<file path="config.mk">
export PLATFORM = sky130hd
export DESIGN_NAME = mil_rxd_flat
export DESIGN_NICKNAME = d
export VERILOG_FILES = /design/src/rtl/mil_pkg.sv /design/src/rtl/mil_rxd_if.sv /design/src/rtl/mil_rx_line.sv /design/src/rtl/mil_rxd.sv /design/src/flat_wrapper.sv
export SDC_FILE = /design/constraint.sdc
export NUM_CORES = 1
export LEC_CHECK = 0
export ABC_AREA = 1
export BUFFER_PORTS_ARGS = -buffer_cell sky130_fd_sc_hd__clkbuf_2
export CORE_MARGIN = 2
export CORE_UTILIZATION = 55
export CTS_BUF_LIST = sky130_fd_sc_hd__clkbuf_8
export DETAILED_ROUTE_END_ITERATION = 12
export PLACE_DENSITY = 0.76
export SLEW_MARGIN = 20
export SYNTH_ARGS = -nofsm -noshare
export SYNTH_HDL_FRONTEND = slang
export SYNTH_HIERARCHICAL = 1
export SYNTH_SLANG_ARGS = --single-unit
export TNS_END_PERCENT = 5
</file>
<file path="constraint.sdc">
create_clock -name clk -period 5.9 [get_ports clk]
set_clock_uncertainty 0.15 [all_clocks]
set_input_delay 0.295 -clock clk [delete_from_list [all_inputs] [get_ports clk]]
set_output_delay 0.295 -clock clk [all_outputs]
set_load 0.03 [all_outputs]
</file>
<file path="src/rtl/mil_pkg.sv">
`default_nettype none
// +------------------------------------------------------------------------+
// | Package     : mil_pkg                                                  |
// | Description : Shared types and timing helpers for the Manchester-II    |
// |               line stages: FSM state encoding, line-state codes and    |
// |               the half-bit (TH) / quarter-bit (H2) clock counts.       |
// | Revision    : 1.0 - initial release                                    |
// +------------------------------------------------------------------------+
package mil_pkg;

  typedef enum logic [2:0] {
    ST_IDLE  = 3'd0,
    ST_SYNC1 = 3'd1,
    ST_SYNC2 = 3'd2,
    ST_BITS  = 3'd3,
    ST_GAP   = 3'd4
  } state_e;

  // Code is {RXN, RXP}, so decoding the synchronised pair is a direct map.
  typedef enum logic [1:0] {
    LN_Z = 2'b00,  // both low: idle line
    LN_P = 2'b01,  // positive half
    LN_N = 2'b10,  // negative half
    LN_X = 2'b11   // both high: illegal
  } line_e;

  // Half-bit length in clocks; identical to the transmitter's TH.
  function automatic int calc_th(input int fclk, input int rxvel);
    return fclk / (2 * rxvel);
  endfunction

  function automatic int calc_h2(input int th);
    return th / 2;
  endfunction

  // Opposite polarity; Z and X have no opposite and map to themselves.
  function automatic line_e opp(input line_e l);
    case (l)
      LN_P:    return LN_N;
      LN_N:    return LN_P;
      default: return l;
    endcase
  endfunction

endpackage
`default_nettype wire

</file>
<file path="src/rtl/mil_rxd_if.sv">
`default_nettype none
// +------------------------------------------------------------------------+
// | Interface   : mil_rxd_if                                               |
// | Description : Line pair in, decoded word and status out.               |
// |   RXP/RXN        line comparators (asynchronous to clk)                |
// |   rx_dat[15:0]   received word, held until the next rx_rdy             |
// |   rx_cw          1 = command/status sync, 0 = data sync                |
// |   rx_rdy         1-clk pulse: good word                                |
// |   rx_err         1-clk pulse: aborted word or bad parity               |
// |   err_par/man    error cause, held until the next rdy/err              |
// |   rx_busy        word in progress                                      |
// |   master = line driver / word consumer, slave = receiver               |
// | Revision    : 1.0 - initial release                                    |
// +------------------------------------------------------------------------+
interface mil_rxd_if;
  logic        RXP;
  logic        RXN;
  logic [15:0] rx_dat;
  logic        rx_cw;
  logic        rx_rdy;
  logic        rx_err;
  logic        err_par;
  logic        err_man;
  logic        rx_busy;

  modport master (
    output RXP, RXN,
    input  rx_dat, rx_cw, rx_rdy, rx_err, err_par, err_man, rx_busy
  );

  modport slave (
    input  RXP, RXN,
    output rx_dat, rx_cw, rx_rdy, rx_err, err_par, err_man, rx_busy
  );
endinterface
`default_nettype wire

</file>
<file path="src/rtl/mil_rx_line.sv">
`default_nettype none
// +------------------------------------------------------------------------+
// | Module      : mil_rx_line                                              |
// | Description : Brings the asynchronous comparator pair into the clk     |
// |               domain and decodes it to Z/P/N/X (two clocks latency).   |
// |   clk, rst   clock, synchronous active-high reset                      |
// |   rxp_i      positive comparator                                       |
// |   rxn_i      negative comparator                                       |
// |   line_o     registered line state                                     |
// | Revision    : 1.0 - initial release                                    |
// +------------------------------------------------------------------------+
module mil_rx_line
  import mil_pkg::*;
(
  input  wire   clk,
  input  wire   rst,
  input  wire   rxp_i,
  input  wire   rxn_i,
  output line_e line_o
);

  logic [1:0] meta_q;
  line_e      line_q;

  // Second synchroniser stage doubles as the decode register.
  always_ff @(posedge clk) begin
    if (rst) begin
      meta_q <= 2'b00;
      line_q <= LN_Z;
    end else begin
      meta_q <= {rxn_i, rxp_i};
      line_q <= line_e'(meta_q);
    end
  end

  assign line_o = line_q;

endmodule
`default_nettype wire

</file>
<file path="src/rtl/mil_rxd.sv">
`default_nettype none
// +------------------------------------------------------------------------+
// | Module      : mil_rxd                                                  |
// | Description : Manchester-II receiver: 3-bit sync detection, 16 data    |
// |               bits MSB first plus odd parity, ready/error strobes.     |
// |   clk, rst   clock, synchronous active-high reset                      |
// |   bus        mil_rxd_if.slave (line in, word and status out)           |
// | Revision    : 1.0 - initial release                                    |
// +------------------------------------------------------------------------+
module mil_rxd
  import mil_pkg::*;
#(
  parameter int RXvel = 1000000,
  parameter int Fclk  = 50000000
) (
  input  wire         clk,
  input  wire         rst,
  mil_rxd_if.slave    bus
);

  localparam int TH = calc_th(Fclk, RXvel);
  localparam int H2 = calc_h2(TH);

  localparam logic [6:0] c_TH      = 7'(TH);
  localparam logic [6:0] c_H2      = 7'(H2);
  localparam logic [6:0] c_SYNC_LO = 7'(3 * TH - H2);
  localparam logic [6:0] c_SYNC_HI = 7'(3 * TH + H2);
  // First data bit: mid edge 4TH after the mid-sync edge; later bits 2TH.
  localparam logic [6:0] c_E0_LO   = 7'(4 * TH - H2);
  localparam logic [6:0] c_E0_HI   = 7'(4 * TH + H2);
  localparam logic [6:0] c_E1_LO   = 7'(2 * TH - H2);
  localparam logic [6:0] c_E1_HI   = 7'(2 * TH + H2);
  localparam logic [4:0] c_K_DONE  = 5'd17;

  line_e       w_line;
  logic        w_pn;
  logic [6:0]  ph_d;
  logic [6:0]  w_e_lo;
  logic [6:0]  w_e_hi;
  logic        w_bit;
  logic        w_samp_a;
  logic        w_edge;
  logic        w_samp_b;
  logic        w_man_err;

  state_e      state_q;
  line_e       s_q;
  line_e       a_q;
  logic [6:0]  l_q;
  logic [6:0]  ph_q;
  logic [4:0]  k_q;
  logic        first_q;
  logic        got_a_q;
  logic        got_edge_q;
  logic [15:0] sr_q;
  logic        par_q;
  logic        cw_sh_q;
  logic [15:0] dat_q;
  logic        cw_q;
  logic        rdy_q;
  logic        err_q;
  logic        epar_q;
  logic        eman_q;
  logic        busy_q;

  mil_rx_line u_line (
    .clk    (clk),
    .rst    (rst),
    .rxp_i  (bus.RXP),
    .rxn_i  (bus.RXN),
    .line_o (w_line)
  );

  assign w_pn   = (w_line == LN_P) || (w_line == LN_N);
  assign ph_d   = ph_q + 7'd1;
  assign w_e_lo = first_q ? c_E0_LO : c_E1_LO;
  assign w_e_hi = first_q ? c_E0_HI : c_E1_HI;
  assign w_bit  = (a_q == LN_P);

  // Per-bit event decode: sample A, mid-bit edge, sample B, or violation.
  always_comb begin
    w_samp_a  = 1'b0;
    w_edge    = 1'b0;
    w_samp_b  = 1'b0;
    w_man_err = 1'b0;
    if (state_q == ST_BITS && k_q != c_K_DONE) begin
      if (!got_a_q) begin
        if (ph_d == w_e_lo) begin
          if (w_pn) w_samp_a  = 1'b1;
          else      w_man_err = 1'b1;
        end
      end else if (!got_edge_q) begin
        // Edge is checked first so a transition exactly at E+H2 is accepted.
        if (w_line == opp(a_q))  w_edge    = 1'b1;
        else if (ph_d == w_e_hi) w_man_err = 1'b1;
      end else if (ph_d == c_H2) begin
        if (w_line == opp(a_q)) w_samp_b  = 1'b1;
        else                    w_man_err = 1'b1;
      end
    end
  end

  always_ff @(posedge clk) begin
    if (rst) begin
      state_q    <= ST_IDLE;
      s_q        <= LN_Z;
      a_q        <= LN_Z;
      l_q        <= '0;
      ph_q       <= '0;
      k_q        <= '0;
      first_q    <= 1'b0;
      got_a_q    <= 1'b0;
      got_edge_q <= 1'b0;
      sr_q       <= '0;
      par_q      <= 1'b0;
      cw_sh_q    <= 1'b0;
      dat_q      <= '0;
      cw_q       <= 1'b0;
      rdy_q      <= 1'b0;
      err_q      <= 1'b0;
      epar_q     <= 1'b0;
      eman_q     <= 1'b0;
      busy_q     <= 1'b0;
    end else begin
      rdy_q <= 1'b0;
      err_q <= 1'b0;
      case (state_q)
        ST_IDLE: begin
          if (w_pn) begin
            l_q     <= 7'd1;
            s_q     <= w_line;
            state_q <= ST_SYNC1;
          end
        end

        ST_SYNC1: begin
          if (w_line == s_q) begin
            if (l_q != 7'd127) l_q <= l_q + 7'd1;
          end else if (w_line == opp(s_q) && l_q >= c_SYNC_LO && l_q <= c_SYNC_HI) begin
            ph_q    <= '0;
            cw_sh_q <= (s_q == LN_P);
            state_q <= ST_SYNC2;
          end else if (w_pn) begin
            // Rejected run of one polarity may be the start of a real sync.
            l_q <= 7'd1;
            s_q <= w_line;
          end else begin
            state_q <= ST_IDLE;
          end
        end

        ST_SYNC2: begin
          ph_q <= ph_d;
          if (w_line != opp(s_q)) begin
            if (w_pn) begin
              l_q     <= 7'd1;
              s_q     <= w_line;
              state_q <= ST_SYNC1;
            end else begin
              state_q <= ST_IDLE;
            end
          end else if (ph_d == c_SYNC_LO) begin
            busy_q     <= 1'b1;
            k_q        <= '0;
            first_q    <= 1'b1;
            got_a_q    <= 1'b0;
            got_edge_q <= 1'b0;
            par_q      <= 1'b0;
            state_q    <= ST_BITS;
          end
        end

        ST_BITS: begin
          ph_q <= ph_d;
          if (k_q == c_K_DONE) begin
            busy_q  <= 1'b0;
            state_q <= ST_GAP;
            eman_q  <= 1'b0;
            if (par_q) begin
              dat_q  <= sr_q;
              cw_q   <= cw_sh_q;
              rdy_q  <= 1'b1;
              epar_q <= 1'b0;
            end else begin
              err_q  <= 1'b1;
              epar_q <= 1'b1;
            end
          end else if (w_man_err) begin
            err_q   <= 1'b1;
            eman_q  <= 1'b1;
            epar_q  <= 1'b0;
            busy_q  <= 1'b0;
            state_q <= ST_IDLE;
          end else if (w_samp_a) begin
            a_q     <= w_line;
            got_a_q <= 1'b1;
          end else if (w_edge) begin
            ph_q       <= '0;
            got_edge_q <= 1'b1;
            first_q    <= 1'b0;
          end else if (w_samp_b) begin
            // Bits 0..15 are data; bit 16 only feeds the parity sum.
            if (!k_q[4]) sr_q <= {sr_q[14:0], w_bit};
            par_q      <= par_q ^ w_bit;
            k_q        <= k_q + 5'd1;
            got_a_q    <= 1'b0;
            got_edge_q <= 1'b0;
          end
        end

        ST_GAP: begin
          ph_q <= ph_d;
          // End of the parity bit: a polarity here is the first sync cycle
          // of a back-to-back word, even if it continues the parity half.
          if (ph_d == c_TH) begin
            if (w_pn) begin
              l_q     <= 7'd1;
              s_q     <= w_line;
              state_q <= ST_SYNC1;
            end else begin
              state_q <= ST_IDLE;
            end
          end
        end

        default: state_q <= ST_IDLE;
      endcase
    end
  end

  assign bus.rx_dat  = dat_q;
  assign bus.rx_cw   = cw_q;
  assign bus.rx_rdy  = rdy_q;
  assign bus.rx_err  = err_q;
  assign bus.err_par = epar_q;
  assign bus.err_man = eman_q;
  assign bus.rx_busy = busy_q;

endmodule
`default_nettype wire

</file>
<file path="src/flat_wrapper.sv">
// flat-port wrapper written by rule: the top's interface ports become plain ports
module mil_rxd_flat import mil_pkg::*;
#(
  parameter int RXvel = 1000000,
  parameter int Fclk  = 50000000
)
  (clk, rst, bus_RXP, bus_RXN, bus_rx_dat, bus_rx_cw, bus_rx_rdy, bus_rx_err, bus_err_par, bus_err_man, bus_rx_busy);
  mil_rxd_if bus_i ();
  input  wire clk;
  input  wire rst;
  input wire logic [$bits(bus_i.RXP)-1:0] bus_RXP;
  input wire logic [$bits(bus_i.RXN)-1:0] bus_RXN;
  output wire logic [$bits(bus_i.rx_dat)-1:0] bus_rx_dat;
  output wire logic [$bits(bus_i.rx_cw)-1:0] bus_rx_cw;
  output wire logic [$bits(bus_i.rx_rdy)-1:0] bus_rx_rdy;
  output wire logic [$bits(bus_i.rx_err)-1:0] bus_rx_err;
  output wire logic [$bits(bus_i.err_par)-1:0] bus_err_par;
  output wire logic [$bits(bus_i.err_man)-1:0] bus_err_man;
  output wire logic [$bits(bus_i.rx_busy)-1:0] bus_rx_busy;
  assign bus_i.RXP = bus_RXP;
  assign bus_i.RXN = bus_RXN;
  assign bus_rx_dat = bus_i.rx_dat;
  assign bus_rx_cw = bus_i.rx_cw;
  assign bus_rx_rdy = bus_i.rx_rdy;
  assign bus_rx_err = bus_i.rx_err;
  assign bus_err_par = bus_i.err_par;
  assign bus_err_man = bus_i.err_man;
  assign bus_rx_busy = bus_i.rx_busy;
  mil_rxd #(.RXvel(RXvel), .Fclk(Fclk)) u_core (.clk(clk), .rst(rst), .bus(bus_i));
endmodule
</file>
==> flow_summary.toml, run 1 <==
[power]
p_per_area_mw_per_mm2 = 278
ir_drop_v = 0.000180
leakage_nw = 1.67
power_mw = 1.14

[clock_network]
path_clk_slew_ps = 80
cts_buffers = 9
htreeDepth = 3
cts_resized = 0
cts_root_buf = "clkbuf_8"
postCtsSetupBuffers = 0
cts_sinks = 73
clk_path_buf_depth = 2
clk_latency_ps = 340
hold_buffers = 2
cts_tree = "done"

[synth]
postSynthAreaPerCell_sq_um = 7.12
syn_nets = 544
synth_top_family_by_area = "simple AND/OR/NAND/NOR gates"
synth_flop_cell = "dfxtp_1"
synthAdderAreaFrac_pct = 2.31
synth_warnings = 6
syn_area_sq_mm = 0.00379
muxShareOfSynthArea_pct = 0
yosys.cell_types.count = 36
async_reset_ff_share_pct = 0
ys_ff_latch = 73
synth-simple-area-share_pct = 29.7
synth_xor_area_share_pct = 2.54
synth_cells = 533
synth_compound_area_share_pct = 17.1
yosysSeqAreaShare_pct = 38.5
synth-edff-count = 0

[routing]
top_layer_used = "met4"
wirelength_microns = 7970
ant_nets = 0
drt_iter0_drc = 198
drc = 0
vias = 3427
wire_per_inst_microns = 12.6
drt_first_pass_iters = 6
avgViaCountPerCell = 5.40
wl_met3_microns = 410
wl_met1_microns = 3720
wl_met2_microns = 3730

[critical_path]
path_max_fanout = 32
slowest_delay_ps = 780
cp_cell_sequence = "ha_1, nand3_2, nand2_2, nand3b_2, inv_2, nand2_2, nor3_4, o21ai_0, a21oi_1"
worst_ep_arrival_time_ps = 2900
worstSetupPathType = "reg2reg"
crit_end = "u_core/sr_q[10]"
crit_path_top_delay_cell = "nor3_4"
endpoint_kind = "flip-flop"
start_kind = "flip-flop"
crit_start = "u_core/ph_q[0]"
cp_common_cell = "nand2_2"
ff2ff_setup_slack_ps = 3120
r2r_start = "u_core/ph_q[0]"
timing.rr.end = "u_core/sr_q[10]"
reg2reg_depth = 9
cp.required_ps = 6030

[floorplanning]
die_x_microns = 87.1
ioPinCount = 26
core_sq_mm = 0.00672
placementRows = 30
initial_utilization_pct = 56.5
die_h_microns = 87.1
die-area_sq_mm = 0.00758

[final_layout]
drive_above_1_share_pct = 15.3
area_growth_pct = 8.28
diodes = 0
final_cells = 635
fillers = 618
finalNetCount = 562

[sta]
period_share_pct = 47.0
layout_min_cycle_time_ps = 2780
maxSlewHeadroom_pct = 32.3
setup_viol = 0
rsz0062_at_grt = "no"
finalSetupTns_ps = 0
finalMaxSlewViolations = 0
final_hold_viol_count = 0
worst_slew_pin_slew_ps = 1010
clock.fmax_mhz = 360

[grt]
grt_pass1_vias = 3323
gr-total-overflow = 0
antenna_found_initial = 0
grt.total_usage_pct = 23.5
grt_max_degree = 40
grt_pass1_wl_microns = 14200

[placed_design]
gp_congestion = 0.940
dp_cells = 618
port_buffers = 25
dp_hpwl_microns = 5660

[worst_hold_path]
hp-class = "reg2reg"

[run_status]
status = "finished clean"

[flow_run]
cap_violations = 0
==> critical path, delay by kind of cell, from the launching register on <==
| family | cells | cell delay (ps) |
|---|---|---|
| compound gates | 2 | 350 |
| fa+ha+maj | 1 | 390 |
| simple gates | 5 | 1250 |
| buf+inv | 1 | 70 |
| flops | 1 | 500 |
==> registers in the layout (all words and copies together), names as in the netlist, 2 cells and up <==
register	count
u_core/l_q	7
u_core/a_q	2
u_core/bus.rx_dat	16
u_core/state_q	3
u_core/u_line/line_o	2
u_core/s_q	2
u_core/sr_q	16
u_core/ph_q	7
u_core/u_line/meta_q	2
u_core/k_q	5
==> metal layers <==
metal  up-vias  track usage [%]
li1       1785                -
met1      1529             30.1
met2       102             38.2
met3        11             5.21
met4         0             9.80
met5         -                0
==> layout make-up <==
type                            instances  area [sq um]  share of cell area (%)
Sequential cell                        73          1460                    35.6
Tap cell                               80           100                    2.44
Clock buffer                            9           124                    3.02
Timing Repair Buffer                   29           160                    3.90
Clock inverter                          6          37.5                   0.914
Multi-Input combinational cell        369          1970                    47.9
Inverter                               69           259                    6.31
==> synthesized netlist by cell type (4+ instances only) <==
cell        n  area share [%]
buf_2       6            0.79
xnor2_1     7             1.6
nor3_1      6            0.79
nor2_2      4            0.66
inv_1      54             5.3
xor2_1      4            0.92
o21ai_0    30             4.0
nand4_1    10             1.6
o31ai_1     6             1.2
nand2_2     8             1.3
a21oi_1    61             8.0
clkbuf_1   11             1.1
dfxtp_1    73              39
nand3_1    40             5.3
nor2_4      5             1.5
ha_1        7             2.3
o21ai_1    20             2.6
buf_4       4            0.79
inv_2      14             1.4
nand2_1   103              10
nor2_1     39             3.9
==> where the power goes <==
part,switching [mW],internal [mW]
Combinational,0.180,0.0884
Clock,0.178,0.148
Sequential,0.0320,0.515
==> cells in the final DEF (no fill, tap or decap), drive strengths merged <==
master / synthesis / final
nand2: 112 / 112
dfxtp: 73 / 73
inv: 68 / 69
a21oi: 62 / 62
o21ai: 51 / 51
nor2: 48 / 48
nand3: 43 / 43
clkbuf: 11 / 34
nand4: 12 / 12
nor3: 10 / 10
xnor2: 7 / 7
ha: 7 / 7
o31ai: 6 / 6
xor2: 4 / 4
clkinv: 1 / 4
nand3b: 3 / 3
clkinvlp: 0 / 2
dlygate4sd3: 0 / 2
a211oi: 2 / 2
buf: 11 / 2
o22ai: 1 / 1
o211a: 1 / 1
==> cells by family (layout without fill, tap and decap cells) <==
family          count (synthesis)  count (layout)
simple gates                  228             228
fa+ha+maj                       7               7
xor+xnor                       11              11
compound gates                123             123
buf+inv                        91             113
flops                          73              73
==> stage by stage <==
stage          cell area (sq um)  utilization [%]  hold WS, ps  setup slack [ps]
2_1_floorplan               3790                -          216              3660
3_3_place_gp                3920             58.4          245              3260
3_5_place_dp                3920             58.4          250              3130
4_1_cts                     4100             61.1          270              3130
5_1_grt                     4110             61.1          301              2850
6_report                    4110             61.1          268              3120
==> how the worst min path moves through the flow <==
stage / from / end / slack, ps / cells past startpoint
global placement: u_core/u_line/meta_q[0] / u_core/u_line/line_o[0] / 250 / 2
finish: u_core/u_line/meta_q[0] / u_core/u_line/line_o[0] / 270 / 2
floorplan: rst / u_core/u_line/meta_q[0] / 220 / 1
CTS: u_core/u_line/meta_q[0] / u_core/u_line/line_o[0] / 270 / 2
detailed placement: u_core/u_line/meta_q[0] / u_core/u_line/line_o[0] / 250 / 2
global route: u_core/u_line/meta_q[0] / u_core/u_line/line_o[0] / 300 / 2
No activity file was read; power rests on OpenSTA's default activity.
==> inputs of run 2 (changes only) <==
Settings changed: PLACE_DENSITY 0.76 to 0.78.
Clock period 5.9 ns to 2.2 ns, I/O delays scaled along.
==> run 2 against run 1 <==
  * Flip-flop and latch count unchanged
  * Register-to-register slack worse by 3200 ps
  * Design area up 19%
  * Fmax up 24%
  * Sequential share of layout area down 5.2 points
  * Clock power rose to 3.3 times the previous value
  * Global-route usage down 0.71 points
  * The run now ends with negative setup slack left
==> flow_summary.toml, run 2 (same netlist as run 1, synthesis figures left out) <==
[run_status]
status = "finished, violations left"
violations = "negative setup slack"

[grt]
grt_max_degree = 34
grt.total_usage_pct = 22.8
gr-total-overflow = 0
antenna_found_initial = 0
grt_pass1_wl_microns = 13900
grt_pass1_vias = 3181

[sta]
maxSlewHeadroom_pct = 58.5
finalSetupTns_ps = -117
finalMaxSlewViolations = 0
period_share_pct = 102
hold_ws_ps = 92.8
final_hold_viol_count = 0
worst_slew_pin_slew_ps = 622
setup_viol = 13
rsz0062_at_grt = "yes"
timing.final.ws_setup_ps = -39.5
layout_min_cycle_time_ps = 2240
clock.fmax_mhz = 447

[final_layout]
drive_above_1_share_pct = 33.2
final_common_cell = "nand2_1"
finalNetCount = 611
diodes = 0
final_area_sq_mm = 0.00490
final_cell_mix = "nand2_1 (92), dfxtp_1 (63), inv_1 (49), a21oi_1 (49)"
area_growth_pct = 29.1
final_cells = 685
final_util_pct = 72.9

[clock_network]
htreeDepth = 3
cts_tree = "done"
clk_path_buf_depth = 2
cts_sinks = 73
cts_root_buf = "clkbuf_8"
cts_buffers = 9
clk_latency_ps = 350
path_clk_slew_ps = 80

[critical_path]
critPathBufInv = 4
critPathTopFamily = "simple AND/OR/NAND/NOR gates"
cp_cell_sequence = "inv_2, ha_4, inv_2, nand2_2, nand2_1, nand2_1, nand3_2, nor3_2, nand2_2, nor3_4, buf_6, clkbuf_16, o21ai_1, a21oi_1"
slowest_delay_ps = 340
path_max_fanout = 8
cp.required_ps = 2320
worst_ep_arrival_time_ps = 2360
reg2reg_depth = 14
worstSetupPathType = "reg2reg"
endpoint_kind = "flip-flop"
start_kind = "flip-flop"
ff2ff_setup_slack_ps = -40
timing.rr.end = "u_core/sr_q[0]"
crit_path_top_delay_cell = "dfxtp_2"
r2r_start = "u_core/a_q[1]"

[routing]
avgViaCountPerCell = 5.63
ant_nets = 0
wire_per_inst_microns = 14.5
drt_first_pass_iters = 5
drt_iter0_drc = 261
vias = 3855
drc = 0
wirelength_microns = 9910

[worst_hold_path]
min_to = "u_core/u_line/line_o[1]"
hp-class = "in2reg"
hold_depth = 3
min_from = "rst"

[power]
power_mw = 3.56
leakage_nw = 2.00
ir_drop_v = 0.000467
p_per_area_mw_per_mm2 = 726

[floorplanning]
die-area_sq_mm = 0.00758
placementRows = 30
ioPinCount = 26
core_sq_mm = 0.00672
initial_utilization_pct = 56.5
die_h_microns = 87.1
die_x_microns = 87.1

[placed_design]
place_area_sq_mm = 0.00417
dp_cells = 646
port_buffers = 25
place_ws_ps = -77.8
dp_hpwl_microns = 5890
gp_congestion = 0.912

[flow_run]
cap_violations = 0
[run 2: changes by cell type in the layout (fill, tap and decap cells not counted), moves of 7 or more]
cell	previous run	this run
a21oi_1	61	49
o21ai_2	1	10
nand3_1	40	31
dfxtp_1	73	63
nand3_2	2	10
nand2_2	8	17
buf_4	2	39
a21oi_2	1	13
nand2_1	103	92
buf_6	0	7
[run 2: layout make-up]
type / instances / area (sq um)
Multi-Input combinational cell: 369 / 2220
Clock buffer: 9 / 124
Timing Repair Buffer: 78 / 627
Fill cell: 467 / 1820
Inverter: 69 / 264
Tap cell: 80 / 100
Sequential cell: 73 / 1490
Clock inverter: 7 / 76.3
[run 2: tightest hold or removal path: cells and delay by family]
family / cells / cell delay [ps]
simple gates: 1 / 120
buf+inv: 2 / 320
[run 2: worst max path at each step]
stage               depth (start not counted)            endpoint            from
finish                                     14      u_core/sr_q[0]   u_core/a_q[1]
global route                               13       u_core/k_q[2]  u_core/ph_q[5]
CTS                                        16  u_core/bus.rx_busy  u_core/ph_q[0]
detailed placement                         13   u_core/state_q[1]  u_core/ph_q[1]
global placement                           13   u_core/state_q[0]  u_core/ph_q[1]
floorplan                                  13       u_core/l_q[1]  u_core/ph_q[1]
[run 2: repair_timing]
action	CTS	global route
setup endpoints to repair	16	49
gates cloned	0	3
pin swaps	0	44
resized for setup	8	80
endpoints found under the hold margin	2	0
hold buffers	2	0
buffers inserted	0	18
[run 2: layer usage]
layer  vias to the layer above  global-route usage, %  share of wire (%)
li1                       1881                      -                  -
met1                      1803                   29.9                 41
met2                       146                   37.1                 51
met3                        25                   4.74                5.8
met4                         0                   8.10                1.6
met5                         -                      0                  0
[run 2: power by group]
part / switching [mW] / internal [mW]
registers: 0.0902 / 1.39
logic: 0.589 / 0.414
clock network: 0.542 / 0.531
total: 1.22 / 2.34
